## src/rtl/inperiph_debounce_if.sv

```systemverilog
// rtl/inperiph_debounce_if.sv - load/store bus into the 0x9xx input-peripheral region
interface inperiph_debounce_if;
    logic [7:0]  addr;
    logic [31:0] sdata;
    logic        wren;
    logic [31:0] rdata;

    modport master (output addr, output sdata, output wren, input rdata);
    modport slave  (input addr, input sdata, input wren, output rdata);
endinterface

```

## src/rtl/inperiph_debounce.sv

```systemverilog
// rtl/inperiph_debounce.sv - switch/button responder: sync, debounce, sticky press flags, press counters
module inperiph_debounce #(
    parameter int NSW            = 18,
    parameter int NBTN           = 4,
    parameter int BTN_ACTIVE_LOW = 1,
    parameter int DB_DIV         = 50000
) (
    input  logic                clk,
    input  logic                rst,
    inperiph_debounce_if.slave  bus,
    input  logic [31:0]         sw_raw,
    input  logic [31:0]         btn_raw,
    output logic                btn_irq
);
    localparam int NIN = NSW + NBTN;

    logic [NBTN-1:0] btn_pol;
    logic [NIN-1:0]  raw_in;
    logic [NIN-1:0]  sync1, sync2, s0, s1, deb, stable;
    logic [NSW-1:0]  deb_sw;
    logic [NBTN-1:0] deb_btn, deb_prev, press, press_q, press_next, clr_mask;
    logic [7:0]      pcnt [NBTN];
    logic            tick;
    logic            wr_press, wr_pcnt;
    logic [31:0]     sw_word, btn_word, press_word, pcnt_word;
    logic            unused_bits;

    assign btn_pol = (BTN_ACTIVE_LOW != 0) ? ~btn_raw[NBTN-1:0] : btn_raw[NBTN-1:0];
    assign raw_in  = {btn_pol, sw_raw[NSW-1:0]};
    assign unused_bits = ^{sw_raw, btn_raw, bus.sdata};

    generate
        if (DB_DIV <= 1) begin : g_tick_every
            assign tick = 1'b1;
        end else begin : g_tick_div
            localparam int CW = $clog2(DB_DIV);
            logic [CW-1:0] cnt;
            assign tick = (cnt == CW'(DB_DIV - 1));
            always_ff @(posedge clk) begin
                if (rst || tick) begin
                    cnt <= '0;
                end else begin
                    cnt <= cnt + CW'(1);
                end
            end
        end
    endgenerate

    // a bit only moves when the synchronised level and both earlier tick samples agree
    assign stable = ~(sync2 ^ s0) & ~(s0 ^ s1);

    always_ff @(posedge clk) begin
        if (rst) begin
            sync1 <= '0;
            sync2 <= '0;
            s0    <= '0;
            s1    <= '0;
            deb   <= '0;
        end else begin
            sync1 <= raw_in;
            sync2 <= sync1;
            if (tick) begin
                s0  <= sync2;
                s1  <= s0;
                deb <= (stable & sync2) | (~stable & deb);
            end
        end
    end

    assign deb_sw   = deb[NSW-1:0];
    assign deb_btn  = deb[NIN-1:NSW];
    assign press    = deb_btn & ~deb_prev;
    assign wr_press = bus.wren && (bus.addr == 8'h14);
    assign wr_pcnt  = bus.wren && (bus.addr == 8'h18);
    assign clr_mask = wr_press ? bus.sdata[NBTN-1:0] : '0;
    // a press in the same cycle as its clear wins, so no event is dropped
    assign press_next = (press_q & ~clr_mask) | press;

    always_ff @(posedge clk) begin
        if (rst) begin
            deb_prev <= '0;
            press_q  <= '0;
            btn_irq  <= 1'b0;
            for (int i = 0; i < NBTN; i++) begin
                pcnt[i] <= 8'h00;
            end
        end else begin
            deb_prev <= deb_btn;
            press_q  <= press_next;
            btn_irq  <= |press_next;
            for (int i = 0; i < NBTN; i++) begin
                if (wr_pcnt) begin
                    pcnt[i] <= {7'b0, press[i]};
                end else begin
                    pcnt[i] <= pcnt[i] + {7'b0, press[i]};
                end
            end
        end
    end

    always_comb begin
        sw_word                 = '0;
        btn_word                = '0;
        press_word              = '0;
        pcnt_word               = '0;
        sw_word[NSW-1:0]        = deb_sw;
        btn_word[NBTN-1:0]      = deb_btn;
        press_word[NBTN-1:0]    = press_q;
        for (int i = 0; i < NBTN; i++) begin
            pcnt_word[8*i +: 8] = pcnt[i];
        end
    end

    always_comb begin
        bus.rdata = 32'h0;
        case (bus.addr)
            8'h00:   bus.rdata = sw_word;
            8'h10:   bus.rdata = btn_word;
            8'h14:   bus.rdata = press_word;
            8'h18:   bus.rdata = pcnt_word;
            default: bus.rdata = 32'h0;
        endcase
    end
endmodule

```

## src/flat_wrapper.sv

```systemverilog
// flat-port wrapper written by rule: the top's interface ports become plain ports
module inperiph_debounce_flat 
#(
    parameter int NSW            = 18,
    parameter int NBTN           = 4,
    parameter int BTN_ACTIVE_LOW = 1,
    parameter int DB_DIV         = 50000
)
  (clk, rst, sw_raw, btn_raw, btn_irq, bus_addr, bus_sdata, bus_wren, bus_rdata);
  inperiph_debounce_if bus_i ();
  input  logic clk;
  input  logic rst;
  input  logic [31:0] sw_raw;
  input  logic [31:0] btn_raw;
  output logic btn_irq;
  input wire logic [$bits(bus_i.addr)-1:0] bus_addr;
  input wire logic [$bits(bus_i.sdata)-1:0] bus_sdata;
  input wire logic [$bits(bus_i.wren)-1:0] bus_wren;
  output wire logic [$bits(bus_i.rdata)-1:0] bus_rdata;
  assign bus_i.addr = bus_addr;
  assign bus_i.sdata = bus_sdata;
  assign bus_i.wren = bus_wren;
  assign bus_rdata = bus_i.rdata;
  inperiph_debounce #(.NSW(NSW), .NBTN(NBTN), .BTN_ACTIVE_LOW(BTN_ACTIVE_LOW), .DB_DIV(DB_DIV)) u_core (.clk(clk), .rst(rst), .bus(bus_i), .sw_raw(sw_raw), .btn_raw(btn_raw), .btn_irq(btn_irq));
endmodule
```

## config.mk

```make
export PLATFORM = sky130hd
export DESIGN_NAME = inperiph_debounce_flat
export DESIGN_NICKNAME = d
export VERILOG_FILES = /design/src/rtl/inperiph_debounce_if.sv /design/src/rtl/inperiph_debounce.sv /design/src/flat_wrapper.sv
export SDC_FILE = /design/constraint.sdc
export NUM_CORES = 1
export LEC_CHECK = 0
export ABC_AREA = 1
export CAP_MARGIN = 5
export CORE_AREA = 2 2 142 144
export CTS_CLUSTER_DIAMETER = 80
export CTS_CLUSTER_SIZE = 30
export DETAILED_ROUTE_END_ITERATION = 7
export DIE_AREA = 0 0 144 146
export GPL_TIMING_DRIVEN = 1
export SETUP_SLACK_MARGIN = 0.1
export SLEW_MARGIN = 5
export SYNTH_ARGS = -nofsm -noshare
export SYNTH_HDL_FRONTEND = slang
export SYNTH_SLANG_ARGS = --single-unit
```

## constraint.sdc

```tcl
create_clock -name clk -period 6.2 [get_ports clk]
set_input_delay 1.86 -clock clk [delete_from_list [all_inputs] [get_ports clk]]
set_output_delay 1.86 -clock clk [all_outputs]
set_load 0.01 [all_outputs]
```

* Word-level counts from Yosys, hierarchy flattened
Memories as Yosys holds them, arrays and structs flattened.
Index checks and enable logic that the tools add are counted.
** Storage, ports and cells
- Flip-flop bits (word level) :: 135
- RAM bits :: 32
- Logic and storage cells :: 65
- Memories kept :: 1
** Memory list
- u_core.pcnt :: words 4, width 8, read ports 4, clocked after Yosys merged registers in 0, wr ports 4, line inperiph_debounce.sv:22 : logic [7:0] pcnt [NBTN];
** Cells by class
- Add/subtract/negate cells :: 5
- Eq/ne operators :: 4
- Muxes and demuxes :: 18
- Bitwise logic cells :: 23
- Reduce and logical (&&, ||, !) cells :: 5
** Operators with widths (count)
- one-hot mux 32 bit (4 select lines) :: 1
- bitwise AND 22 bit :: 3
- inverter 22 bit :: 3
- two-way mux 8 bit :: 8
- bitwise XOR 22 bit :: 2
- adder 8 x 1 -> 8 bit :: 4
- equality test 8 x 5 -> 1 bit (second input constant) :: 3
- bitwise OR 22 bit :: 1
- adder 16 x 1 -> 16 bit (second input constant) :: 1
- equality test 16 bit (second input constant) :: 1
- inverter 4 bit :: 3
- bitwise AND 4 bit :: 2
- zero test 8 bit :: 1
- two-way mux 1 bit :: 8
- bitwise OR 1 bit :: 8
- two-way mux 4 bit :: 1
- bitwise OR 4 bit :: 1
- OR reduction 4 bit :: 1
- logical AND 1 bit :: 2
- logical OR 1 bit :: 1

* Depth between registers and ports, before layout
Gate-level depths: netlist (run 1).
- Word-level depth :: 7
- Mapped depth :: 11
- Gate-level depth less buffers :: 11

* Least setup slack after synthesis (run 1)
Ideal clock, no wire load.
- Kind :: input port to output port
- Start :: input port bus_addr[0]
- End :: output port bus_rdata[13]
- Arrival :: 2.879 ns
- Path slack :: 1.461 ns
- Stages :: 8
- Buffers on the path :: 1
- Path through :: inv_1 > nand2_1 > nor2_1 > inv_1 > nor3_2 > buf_2 > nand2_1 > o21ai_0
** Between the ends
- Longest elaborated chain between the ends :: 2
- Elaborated cells on any way between the ends :: 5
- Those cells by class :: eq/ne: 3; mux: 1; reduce/logical: 1
** Ends and longest elaborated chain
- from (decl) :: line flat_wrapper.sv:16 : input wire logic [$bits(bus_i.addr)-1:0] bus_addr;
- equality test 8 x 5 -> 1 bit / zero test 8 bit (equally long branches) :: line inperiph_debounce.sv:116 : case (bus.addr)
- one-hot mux 32 bit (4 select lines) (*) :: line inperiph_debounce.sv:116
- to (decl) :: line flat_wrapper.sv:19 : output wire logic [$bits(bus_i.rdata)-1:0] bus_rdata;
Every way passes the cells marked *; elsewhere a longest branch is shown, timed or not.

* Worst setup path after layout (run 1)
- Start :: input port bus_addr[4]
- End :: output port bus_rdata[10]
Same word-level chain as after synthesis.

==> flow_metrics.py, run 1 <==
metrics = {
    "outcome": {
        "status": "completed",
    },
    "clock_tree": {
        "numCtsBuffers": 17,
        "htreeDepth": 4,
        "postCtsHoldBufs": 0,
        "cts.clk_slew.worst_paths_ns": 0.07,
        "clkLatencyLatePin_ns": 0.42,
        "cts_tree": "done",
        "post_cts_buffers": 0,
        "clock-sinks": 167,
        "cts-root-buf": "clkbuf_16",
        "cts_max_path_buffers": 2,
    },
    "drt": {
        "vias": 5654,
        "wirelength_um": 14400,
        "wl_per_cell_um": 11.2,
        "via_per_inst": 4.41,
        "first_pass_iters": 5,
        "ant_nets": 0,
        "drc_errors": 0,
        "drt_iter0_drc": 411,
    },
    "setup_path": {
        "worstPathArrival_ns": 3.88,
        "crit_fanout": 10,
        "critPathBufInv": 3,
        "worstSetupStartpointType": "primary input",
        "slowest_stage": "clkdlybuf4s50_1",
        "cp-end-kind": "output port",
        "crit_type": "primary input to output port",
        "cp.required_ns": 4.34,
        "crit_top_cell": "nand2_1",
        "critPathTopFamily": "buffers and inverters",
        "cpPeakStageDelay_ns": 0.54,
        "cp_cell_sequence": "clkdlybuf4s50_1, nand2_1, nor2_2, nand3_2, inv_2, nand2_1, nand2_1, clkdlybuf4s50_1",
    },
    "die": {
        "die-height_um": 146,
        "die-area_um2": 21000,
        "core_area_um2": 19300,
        "initial_core_util_pct": 38.0,
        "core.rowCount": 51,
        "fp.dieW_um": 144,
        "io_pins": 140,
    },
    "logic_synthesis": {
        "synth_ff_type": "dfxtp_1",
        "synth_area_um2": 7340,
        "yosysWarnings": 0,
        "async_flop_share_pct": 0,
        "synth-seq-area-share_pct": 49.9,
        "synth-edff-count": 32,
        "synth-adder-area-share_pct": 1.53,
        "syn_avg_cell_area_um2": 8.04,
        "yosys_register_bits": 167,
        "synthMuxAreaShare_pct": 0,
        "yosys.area_share.xor_xnor_pct": 6.80,
        "synth-simple-area-share_pct": 25.3,
        "netlist-cell-type-count": 32,
        "synth_compound_area_share_pct": 8.47,
        "postSynthCellCount": 913,
        "synth_top_family_by_area": "simple AND/OR/NAND/NOR gates",
    },
    "grt": {
        "grt_pass1_wl_um": 24300,
        "grt_max_degree": 90,
        "grt_overflow": 0,
        "antenna_found_initial": 0,
        "grt_pass1_vias": 5058,
        "globalRouteTotalUtil_pct": 14.2,
    },
    "timing": {
        "finalMaxSlewViolations": 0,
        "skew_ns": 0.00910,
        "fin_crit_ns": 5.74,
        "setup_tns_ns": 0,
        "setup_viol": 0,
        "max_freq_mhz": 174,
        "hold_viol": 0,
        "period_share_pct": 92.5,
        "relSlewSlack_pct": 52.9,
        "worstMarginPinSlew_ns": 0.706,
        "rsz0062_at_grt": "false",
    },
    "power_and_ir_drop": {
        "p_per_area_nw_per_um2": 253,
        "p_clk_share_pct": 44.6,
        "vdd_drop_max_uv": 198,
        "p_int_mw": 1.71,
        "pwr-share-comb_pct": 4.2,
        "p_sw_mw": 0.546,
        "power_mw": 2.25,
        "leakagePower_nw": 3.69,
        "swShare_pct": 24.2,
        "seqPwrFrac_pct": 51.2,
    },
    "final_layout": {
        "final_cell_mix": "190 x nand2_1, 135 x dfxtp_1, 133 x nor2_1",
        "area_growth_pct": 21.4,
        "nets": 1121,
        "antenna_cells": 0,
        "final_common_cell": "nand2_1",
        "fin_cells": 1283,
        "drive_gt1_share_pct": 8.94,
        "num-fill-cells": 1904,
    },
    "min_path": {
        "hold_path_class": "flop to flop",
    },
    "placed_design": {
        "place_congestion": 0.782,
        "placedCellCount": 1251,
        "dp_hpwl_um": 9750,
        "io_buffers": 69,
    },
    "run": {
        "maxCapViolations": 0,
    },
}
cells in the mapped netlist, types with 2 or more instances:
cell type    n  area (um^2)
nand2_1    190          713
inv_1      101          379
dfxtp_1    135         2700
nor2_1     133          499
nand4_1     13         81.3
ha_1         9          113
nand2_2     22          138
edfxtp_1    32          961
o21ai_0     17         85.1
nor3_1      13         65.1
a21oi_2     20          175
a31oi_1      2         12.5
inv_2        3         11.3
xor2_1      56          490
a22o_1       4         35.0
buf_2        5         25.0
nand3_1     51          255
buf_8        3         45.0
a21oi_1     61          305
nor4_1       2         12.5
clkbuf_1    20         75.1
nor2_2       2         12.5
nor3b_1      6         45.0
buf_4        5         37.5
layout make-up:
cell class | count | area, um^2 | area share (%)
multi-input cells | 638 | 3210 | 36.1
flip-flops and latches | 167 | 3660 | 41.1
well taps | 265 | 332 | 3.72
clock inverters | 15 | 139 | 1.56
inverters | 106 | 403 | 4.52
clock buffers | 17 | 425 | 4.78
repair buffers | 75 | 733 | 8.23
path summary, 6_finish.rpt:
path,start,endpoint,slack [ns],cells after the start
hold reg to reg,u_core.sync1[7],u_core.sync2[7],0.40,2
setup / recovery,bus_addr[4],bus_rdata[10],0.46,8
setup reg to reg,u_core.g_tick_div.cnt[0],u_core.g_tick_div.cnt[3],3.65,10
hold / removal,u_core.sync1[7],u_core.sync2[7],0.40,2
metrics by stage:
step	worst slack (ns)	hold WS [ns]	cell area [um^2]	util, %
4_1_cts	0.217	0.403	8900	46.0
2_1_floorplan	1.46	0.388	7460	-
5_1_grt	0.288	0.423	8910	46.1
3_5_place_dp	0.231	0.392	8340	43.1
3_3_place_gp	0.241	0.392	8340	43.1
6_report	0.463	0.402	8910	46.1
worst register-to-register path: cells and delay by family (launching register included):
| kind | cells | cell delay (ns) |
|---|---|---|
| buf+inv | 3 | 1.04 |
| fa+ha+maj | 1 | 0.17 |
| simple gates | 6 | 0.85 |
| flops | 1 | 0.35 |
power groups by stage:
stage | Combinational (mW) | Sequential [mW] | Clock, mW
floorplan | 0.0579 | 1.17 | 0
global placement | 0.0938 | 1.18 | 0
detailed placement | 0.0946 | 1.18 | 0
CTS | 0.0953 | 1.15 | 1.03
global route | 0.109 | 1.16 | 1.08
finish | 0.0941 | 1.15 | 1.01
timing repair:
action / in CTS / in global routing
resized for setup: 0 / 1
setup endpoints to repair: 0 / 1
endpoints found under the hold margin: 0 / 0
logic make-up (layout without fill, tap and decap cells):
family	after synthesis	count (layout)
DFF	167	167
other	1	32
and+or+nand+nor	435	435
xor gates and xnor gates	57	57
adders and majority gates	9	9
AOI/OAI and AO/OA	105	105
buffers and inverters	139	213
layer usage:
| layer | vias to the layer above | global-route usage [%] | wire length (um) | part of all wire [%] |
|---|---|---|---|---|
| li1 | 3049 | - | - | - |
| met1 | 2499 | 20.3 | 7470 | 52 |
| met2 | 93 | 21.7 | 6300 | 44 |
| met3 | 13 | 2.34 | 464 | 3.2 |
| met4 | 0 | 5.15 | 177 | 1.2 |
| met5 | - | 0 | 0 | 0 |
Power figures use the tool's default switching activity.
==> run 2: changes to the inputs <==
--- a/config.mk
+++ b/config.mk
@@ -12,6 +12,7 @@
 export CTS_CLUSTER_SIZE = 30
 export DETAILED_ROUTE_END_ITERATION = 7
 export DIE_AREA = 0 0 144 146
+export DONT_BUFFER_PORTS = 1
 export GPL_TIMING_DRIVEN = 1
 export SETUP_SLACK_MARGIN = 0.1
 export SLEW_MARGIN = 5
==> run 2 against run 1 <==
Worst setup slack gained 0.36 ns. Register-to-register slack hardly changed. Clock skew is 0.0069 ns higher. Highest routed layer unchanged. Design area fell by 6.7%. Die area did not move. Power is 4.0% higher. Critical endpoint is now bus_rdata[16].
==> flow_metrics.py, run 2 (synthesis gave the netlist of run 1 again) <==
metrics = {
    "final_layout": {
        "drive_gt1_share_pct": 9.57,
        "final_cell_mix": "190 x nand2_1, 135 x dfxtp_1, 133 x nor2_1",
        "antenna_cells": 0,
        "final_common_cell": "nand2_1",
        "area_growth_pct": 13.2,
        "nets": 1054,
    },
    "drt": {
        "drc_errors": 0,
        "highest_layer": "met4",
        "ant_nets": 0,
        "met3_length_um": 432,
        "wl_met2_um": 5950,
        "wirelength_um": 13800,
        "vias": 5355,
        "wl_per_cell_um": 11.3,
        "drt_iter0_drc": 375,
        "met1_length_um": 7330,
        "first_pass_iters": 7,
        "via_per_inst": 4.40,
    },
    "clock_tree": {
        "ctsResizeCount": 0,
        "clkLatencyLatePin_ns": 0.42,
        "cts_max_path_buffers": 2,
        "cts.clk_slew.worst_paths_ns": 0.07,
        "htreeDepth": 4,
        "clock-sinks": 167,
        "post_cts_buffers": 0,
        "cts_tree": "done",
        "cts-root-buf": "clkbuf_16",
        "numCtsBuffers": 17,
        "postCtsHoldBufs": 0,
    },
    "placed_design": {
        "dp_hpwl_um": 9240,
        "place_congestion": 0.759,
        "io_buffers": 0,
    },
    "grt": {
        "grt_overflow": 0,
        "globalRouteTotalUtil_pct": 13.7,
        "grt_pass1_vias": 4676,
        "grt_max_degree": 122,
        "antenna_found_initial": 0,
        "grt_pass1_wl_um": 23100,
    },
    "min_path": {
        "min-delay-start": "u_core.sync1[17]",
        "hold_path_depth": 2,
        "hold_end": "u_core.sync2[17]",
        "hold_path_class": "flop to flop",
    },
    "setup_path": {
        "worstPathArrival_ns": 3.52,
        "slowest_stage": "nand3_1",
        "crit_type": "primary input to output port",
        "cp.required_ns": 4.34,
        "critPathTopFamily": "simple AND/OR/NAND/NOR gates",
        "cp_cell_sequence": "inv_1, nand2_1, nor2_2, nand3_1, inv_2, a22o_1",
        "critPathBufInv": 2,
        "r2r_setup_slack_ns": 3.65,
        "cpPeakStageDelay_ns": 0.49,
        "worstSetupStartpointType": "primary input",
        "crit_fanout": 13,
        "ff2ff_path_depth": 10,
        "rr_endpoint": "u_core.g_tick_div.cnt[11]",
        "reg2reg_from": "u_core.g_tick_div.cnt[0]",
        "cp-end-kind": "output port",
    },
    "timing": {
        "period_share_pct": 86.7,
        "max_freq_mhz": 186,
        "worstMarginPinSlew_ns": 0.816,
        "rsz0062_at_grt": "false",
        "relSlewSlack_pct": 45.1,
        "setup_tns_ns": 0,
        "skew_ns": 0.0160,
        "finalMaxSlewViolations": 0,
        "hold_viol": 0,
        "fin_crit_ns": 5.38,
        "setup_viol": 0,
        "whs_ns": 0.401,
    },
    "power_and_ir_drop": {
        "pwr-share-comb_pct": 2.3,
        "swShare_pct": 22.3,
        "seqPwrFrac_pct": 49.2,
        "vdd_drop_max_uv": 174,
        "p_clk_share_pct": 48.5,
        "p_sw_mw": 0.522,
        "p_int_mw": 1.82,
        "p_per_area_nw_per_um2": 282,
        "leakagePower_nw": 3.49,
    },
    "die": {
        "io_pins": 140,
        "initial_core_util_pct": 38.0,
        "core_area_um2": 19300,
        "die-area_um2": 21000,
        "fp.dieW_um": 144,
        "die-height_um": 146,
        "core.rowCount": 51,
    },
    "outcome": {
        "status": "completed",
    },
    "run": {
        "maxCapViolations": 0,
    },
}
run 2: cell types whose count changed in the layout (fill, tap and decap cells not counted), sizes merged:
| cell | previous run | this run |
|---|---|---|
| inv | 113 | 114 |
| clkinv | 7 | 3 |
| clkbuf | 17 | 18 |
| bufinv | 0 | 3 |
| buf | 7 | 8 |
| clkdlybuf4s50 | 68 | 0 |
| clkinvlp | 1 | 0 |
run 2: power by group through the flow:
stage	logic [mW]	registers, mW	clock network, mW
3_3_place_gp	0.0543	1.18	0
5_1_grt	0.0667	1.16	1.22
2_1_floorplan	0.0579	1.17	0
3_5_place_dp	0.0549	1.18	0
6_report	0.0546	1.15	1.14
4_1_cts	0.0552	1.15	1.17
run 2: worst min-delay path: cells and delay by family (launching register included):
family / cells / cell delay (ns)
flops: 1 / 0.30
buf+inv: 1 / 0.04
simple gates: 1 / 0.03
run 2: through the flow:
step	cells	total power [mW]	util, %	setup slack, ns	instance area, um^2
finish	1216	2.34	43.0	0.825	8310
global route	1216	2.44	43.0	0.630	8310
CTS	1216	2.38	43.0	0.751	8310
detailed placement	1184	1.23	39.6	0.748	7670
global placement	1184	1.23	39.6	0.769	7670
floorplan	944	1.23	-	1.46	7460
run 2: per-layer routing:
| layer | up-vias | track usage, % |
|---|---|---|
| li1 | 2918 | - |
| met2 | 79 | 19.9 |
| met3 | 2 | 3.42 |
| met5 | - | 0 |
| met1 | 2356 | 20.1 |
| met4 | 0 | 3.38 |
run 2: worst max path at each step:
stage / cells past startpoint / endpoint / from / slack [ns]
finish: 6 / bus_rdata[16] / bus_addr[6] / 0.82
global route: 6 / bus_rdata[16] / bus_addr[5] / 0.63
CTS: 6 / bus_rdata[11] / bus_addr[6] / 0.75
detailed placement: 6 / bus_rdata[11] / bus_addr[6] / 0.75
global placement: 6 / bus_rdata[16] / bus_addr[6] / 0.77
floorplan: 8 / bus_rdata[13] / bus_addr[0] / 1.46
run 2: layout make-up:
cell class                 count  area, um^2
clock buffer                  18         439
clock inverter                14         206
fill                        1947       11000
inverter                     106         403
multi-input combinational    638        3210
sequential                   167        3660
tap                          265         332
timing repair buffer           8        60.1
